File: src/rtl/tlc_pkg.sv
// Shared definitions for the traffic light controller.
// Holds the state encoding, the default timings and the counter-width helper.
package tlc_pkg;

  typedef enum logic [1:0] {
    GREEN  = 2'b00,
    YELLOW = 2'b01,
    RED    = 2'b10
  } tlc_state_t;

  localparam int DEF_MIN_GREEN   = 4;
  localparam int DEF_YELLOW_TIME = 2;
  localparam int DEF_RED_TIME    = 3;

  function automatic int max3(input int a, input int b, input int c);
    int m;
    m = (a > b) ? a : b;
    return (m > c) ? m : c;
  endfunction

  // The dwell counter only ever holds values up to (largest timing - 1).
  function automatic int cnt_width(input int a, input int b, input int c);
    int m;
    m = max3(a, b, c);
    return (m > 1) ? $clog2(m) : 1;
  endfunction

endpackage

File: src/rtl/traffic_light_controller.sv
// Main-road traffic light: holds green until a side-road car is seen and the
// minimum green time has elapsed, then runs a fixed yellow and red phase.
module traffic_light_controller
  import tlc_pkg::*;
#(
  parameter int MIN_GREEN   = DEF_MIN_GREEN,
  parameter int YELLOW_TIME = DEF_YELLOW_TIME,
  parameter int RED_TIME    = DEF_RED_TIME
) (
  input  logic clk,
  input  logic reset,
  input  logic car_detect,
  output logic green,
  output logic yellow,
  output logic red
);

  localparam int CW = cnt_width(MIN_GREEN, YELLOW_TIME, RED_TIME);
  localparam logic [CW-1:0] G_LAST = CW'(MIN_GREEN - 1);
  localparam logic [CW-1:0] Y_LAST = CW'(YELLOW_TIME - 1);
  localparam logic [CW-1:0] R_LAST = CW'(RED_TIME - 1);

  tlc_state_t    state_q, state_d;
  logic [CW-1:0] cnt_q;
  logic          req_q;
  logic          go;
  logic          in_req_state;

  assign go           = req_q | car_detect;
  assign in_req_state = (state_q == GREEN) || (state_q == YELLOW);

  always_ff @(posedge clk or negedge reset) begin
    if (!reset) state_q <= GREEN;
    else        state_q <= state_d;
  end

  // Counter saturates in GREEN, so equality with G_LAST means "minimum met".
  always_comb begin
    state_d = state_q;
    case (state_q)
      GREEN:   if (go && cnt_q == G_LAST) state_d = YELLOW;
      YELLOW:  if (cnt_q == Y_LAST)       state_d = RED;
      RED:     if (cnt_q == R_LAST)       state_d = GREEN;
      default:                            state_d = GREEN;
    endcase
  end

  always_ff @(posedge clk or negedge reset) begin
    if (!reset)                   cnt_q <= '0;
    else if (state_d != state_q)  cnt_q <= '0;
    else if (state_q == GREEN)    cnt_q <= (cnt_q == G_LAST) ? cnt_q : cnt_q + CW'(1);
    else                          cnt_q <= cnt_q + CW'(1);
  end

  // The request is consumed when RED is entered; RED itself ignores cars.
  always_ff @(posedge clk or negedge reset) begin
    if (!reset)                            req_q <= 1'b0;
    else if (state_d == RED || !in_req_state) req_q <= 1'b0;
    else if (car_detect)                   req_q <= 1'b1;
  end

  always_comb begin
    green  = 1'b1;
    yellow = 1'b0;
    red    = 1'b0;
    case (state_q)
      YELLOW:  begin green = 1'b0; yellow = 1'b1; end
      RED:     begin green = 1'b0; red    = 1'b1; end
      default: ;
    endcase
  end

endmodule

File: config.mk
export PLATFORM = sky130hd
export DESIGN_NAME = traffic_light_controller
export DESIGN_NICKNAME = d
export VERILOG_FILES = /design/src/rtl/tlc_pkg.sv /design/src/rtl/traffic_light_controller.sv
export SDC_FILE = /design/constraint.sdc
export NUM_CORES = 1
export LEC_CHECK = 0
export ABC_AREA = 1
export ABC_CLOCK_PERIOD_IN_PS = 1400
export BUFFER_PORTS_ARGS = -buffer_cell sky130_fd_sc_hd__buf_2
export CORE_AREA = 2 2 39 41
export CTS_CLUSTER_DIAMETER = 120
export CTS_CLUSTER_SIZE = 28
export DETAILED_ROUTE_END_ITERATION = 16
export DIE_AREA = 0 0 41 43
export SETUP_SLACK_MARGIN = 0.1
export SYNTH_ARGS = -nofsm -noshare
export SYNTH_HDL_FRONTEND = slang
export SYNTH_SLANG_ARGS = --single-unit
File: constraint.sdc
create_clock -name clk -period 1.4 [get_ports clk]
set_input_delay 0.42 -clock clk [delete_from_list [all_inputs] [get_ports clk]]
set_output_delay 0.42 -clock clk [all_outputs]
set_load 0.03 [all_outputs]
* After elaboration in Yosys (flattened, before gate mapping)
Index checks and enable logic that the tools add are counted. W data, S select, Z words.
Word-level totals: register bits after elaboration 5, input bits 3, word-level logic and storage cells 32
Operators by class: add/sub/neg operators 1, equal/unequal tests 8, mux-type cells 12, bitwise operators 1, reduce and logical (&&, ||, !) cells 7
Operators by type and width (count):
- $mux W2 | 6
- $eq A2 B2 Y1 const B | 4
- $pmux W2 S3 | 1
- $mux W1 | 5
- $eq A2 B1 Y1 const B | 2
- $ne A3 B3 Y1 const B | 1
- $add A2 B1 Y2 const B | 1
- $logic_not A2 Y1 | 1
- $logic_or A1 B1 Y1 | 2
- $ne A2 B2 Y1 | 1
- $reduce_bool A2 Y1 | 1
- $reduce_or A2 Y1 | 1
- $logic_and A1 B1 Y1 | 1
- $logic_not A1 Y1 | 1
- $or A1 B1 Y1 | 1

* Depth between registers and ports, before layout
depth in word-level cells 7, mapped depth 11, mapped depth without buffers 11

* Worst setup path before layout
OpenSTA, ideal clock, no wires.
path kind register to register, from reg state_q[0], to reg cnt_q[0], arrival 1.418 ns, required time 1.328 ns, setup slack -0.090 ns, stages on the path, launching flop included 11, path buffers 0, cells stage by stage dfrtp_1 -> inv_1 -> ha_1 -> nand2_1 -> nand3_1 -> nand2_1 -> nand2_1 -> nand2_1 -> inv_1 -> nand3_1 -> nor2_1
On the way: word-level cells in the longest chain between the ends 4
RTL lines:
- start: declaration | RTL line traffic_light_controller.sv:23 | tlc_state_t state_q, state_d;
- start signal: assignment | RTL line traffic_light_controller.sv:34 | else state_q <= state_d;
- $eq A2 B2 Y1, or another cell as far along | RTL line traffic_light_controller.sv:40 | case (state_q)
- $pmux W2 S3 | RTL line traffic_light_controller.sv:40
- $ne A2 B2 Y1 | RTL line traffic_light_controller.sv:50 | else if (state_d != state_q) cnt_q <= '0;
- $ne A3 B3 Y1 (no source line) or $mux W2 (tied branches)
- end signal: assignment | RTL line traffic_light_controller.sv:51 | else if (state_q == GREEN) cnt_q <= (cnt_q == G_LAST) ? cnt_q : cnt_q + CW'(1);
- end signal: assignment | RTL line traffic_light_controller.sv:52 | else cnt_q <= cnt_q + CW'(1);
- end: declaration | RTL line traffic_light_controller.sv:24 | logic [CW-1:0] cnt_q;
Parallel ways exist; a longest one is shown, timed or not. A chain may end at the register's enable or synchronous reset.

* Final worst setup path
from reg state_q[0], to out yellow
On the way: word-level cells in the longest chain between the ends 2
RTL lines:
- $eq A2 B1 Y1 | RTL line traffic_light_controller.sv:66 | case (state_q)
- $mux W1 | RTL line traffic_light_controller.sv:66
- end: declaration | RTL line traffic_light_controller.sv:14 | output logic yellow,
No other way between the ends.

==> key figures <==
Worst setup path
  – Arrival time worst endpoint: 1.15 ns
  – CP Class: reg -> out
  – Worst-path fanout max: 3
  – WP data required: 0.98 ns
  – Worst r2r src: state_q[1]
  – Reg2Reg Setup Slack: -0.06 ns
  – Capturing point of the worst reg2reg path: state_q[0]
  – Crit. End Element: output port
  – Startpoint types: flop
  – Worst R2R Path Depth: 10

GRT
  – Number of global-route vias before repair: 430
  – First-pass GRT wire length: 1.85 mm
  – Gr ovfl total: 0
  – Largest net degree at the start of global routing: 7
  – GRT Total Usage: 16.5%
  – Initial antenna violation count: 0

Place
  – Placed instance area: 526 µm²
  – I/O Buffers: 5
  – RePlAce Congestion: 0.851
  – Final HPWL DP: 693 µm

Status
  – Failing checks: setup timing
  – Outcome: complete, but fails checks

CTS
  – Clk slew on worst S/H paths: 0.05 ns
  – Clk sink count: 5
  – Skew-Pair Late Insertion Delay: 0.26 ns
  – Cts bufs inserted: 3
  – Clock root cell: clkbuf_4
  – CTS tree: done
  – H-tree Lvls: 1
  – Max clock buf depth: 2

Logic synthesis
  – Synth area leader: dfrtp_1
  – YS warnings: 0
  – Syn nets: 67
  – Cells after synthesis: 56
  – Distinct cell type count after synthesis: 14
  – Seq/Total Area, Yosys: 29.6%
  – Syn_area_per_cell: 7.55 µm²
  – Synth Register Bits: 5
  – Top area cells in the synthesized netlist: dfrtp_1 (30%), ha_1 (24%), inv_1 (12%)
  – Top-area cell type share of the netlist area: 29.6%
  – Synth Cell Area: 423 µm²

Timing
  – Slew HR: 85.0%
  – Slew Viols, Final: 0
  – Final WS setup: -0.174 ns
  – Final worst-path cycle share: 112%
  – # setup viols final: 7
  – RSZ-0062 raised after global routing: true
  – Final Skew: 0.00591 ns
  – Slew of the pin with the lowest slew margin: 0.225 ns
  – Final hold slack: 0.501 ns
  – FMAX: 635 MHz
  – Fin crit period: 1.57 ns
  – Final Hold Vio Count: 0

Flow run
  – Max-cap viol count: 0

Detailed routing
  – Avg Vias per Cell: 4.63
  – Iter 0 DRT Violations: 10
  – Routed WL: 1.32 mm
  – DR DRC count: 0
  – Vias: 458
  – DRT Pass-1 Iters: 4
  – Post-route ant nets: 0
  – Routed length per placed instance: 13.3 µm

Die
  – Die X: 41 µm
  – Num rows: 14
  – Die Area: 1760 µm²
  – Starting density of the core: 30.6%
  – Io pins: 6
  – Core area: 1380 µm²
  – Die Ht: 43 µm

Finish
  – Antenna cells: 0
  – Area growth, synth to finish: 104%
  – Final instance area: 865 µm²
  – FILL cells: 108
  – Layout cell share with drive strength beyond 1: 74.7%
  – Nets: 95

Min path
  – Hold WC Path Type: in -> async
[stage by stage]
| stage | worst slack, ns | cells | TNS (ns) | utilization, % |
|---|---|---|---|---|
| 4_1_cts | -0.160 | 95 | -0.467 | 50.6 |
| 6_report | -0.174 | 99 | -0.628 | 62.5 |
| 2_1_floorplan | 0.102 | 56 | 0 | - |
| 3_3_place_gp | 0.0389 | 79 | 0 | 38.0 |
| 3_5_place_dp | 0.0156 | 79 | 0 | 38.0 |
| 5_1_grt | -0.202 | 99 | -0.948 | 62.5 |
[cell families (layout without fill, tap and decap cells)]
family	after synthesis	in the layout	synth area share, %
muxes	1	1	2.37
AOI/OAI and AO/OA	3	3	4.44
xor gates and xnor gates	1	1	2.07
and+or+nand+nor	24	24	25.4
adders and majority gates	8	8	23.7
DFF	5	5	29.6
buffers and inverters	14	41	12.4
[placed cells by master, fill, tap and decap left out, drive strengths merged]
cell type	instances
a21oi	1
dfrtp	5
buf	22
dlygate4sd3	1
xor2	1
mux2i	1
clkbuf	4
nand4	1
nor2	6
ha	8
o21ai	2
nor3	1
inv	14
nand2	11
nand3	5
[cell usage after synthesis (all sizes together)]
library cell / number
mux2i: 1
nand3: 5
o21ai: 2
nor2: 6
dfrtp: 5
xor2: 1
nand4: 1
inv: 14
ha: 8
a21oi: 1
nor3: 1
nand2: 11
[worst max-delay path, cell delays in order, from the launching register on]
cell and delay [ns]:
dfrtp_2 0.44, buf_4 0.15, ha_4 0.17, buf_6 0.13
[final cells by class]
type | count | area, µm² | area share, %
Clock buffer | 4 | 26.3 | 3.04
Sequential cell | 5 | 128 | 14.8
Tap cell | 16 | 20.0 | 2.32
Inverter | 14 | 60.1 | 6.95
Multi-Input combinational cell | 37 | 412 | 47.6
Timing Repair Buffer | 23 | 219 | 25.3
[sequential cells by signal (all words and copies together), names as in the netlist]
register	cells
cnt_q	2
state_q	2
req_q	1
[timing repair]
| action | in CTS | in global routing |
|---|---|---|
| pin swaps | 9 | 11 |
| endpoints found under the setup margin | 6 | 8 |
| gates resized for setup | 18 | 36 |
| hold buffers | 1 | 0 |
| setup buffers | 11 | 4 |
| hold endpoints to repair | 5 | 0 |
[layer usage]
layer	vias to the layer above	wire [µm]	track usage [%]
met2	12	745	25.9
met4	0	44	13.3
li1	224	-	-
met5	-	0	0
met1	217	499	17.8
met3	5	30	3.14
[worst max-delay path by stage]
| stage | start | end | slack, ns | cells after the start |
|---|---|---|---|---|
| 2_1_floorplan | state_q[0] | cnt_q[0] | 0.10 | 10 |
| 3_3_place_gp | state_q[0] | green | 0.04 | 4 |
| 3_5_place_dp | state_q[1] | req_q | 0.02 | 7 |
| 4_1_cts | state_q[1] | green | -0.16 | 4 |
| 5_1_grt | state_q[0] | green | -0.20 | 4 |
| 6_report | state_q[0] | yellow | -0.17 | 3 |
Power is left out: the tool's default activity adds up to more than one toggle a clock period on the data nets, which glitch-free logic cannot reach.
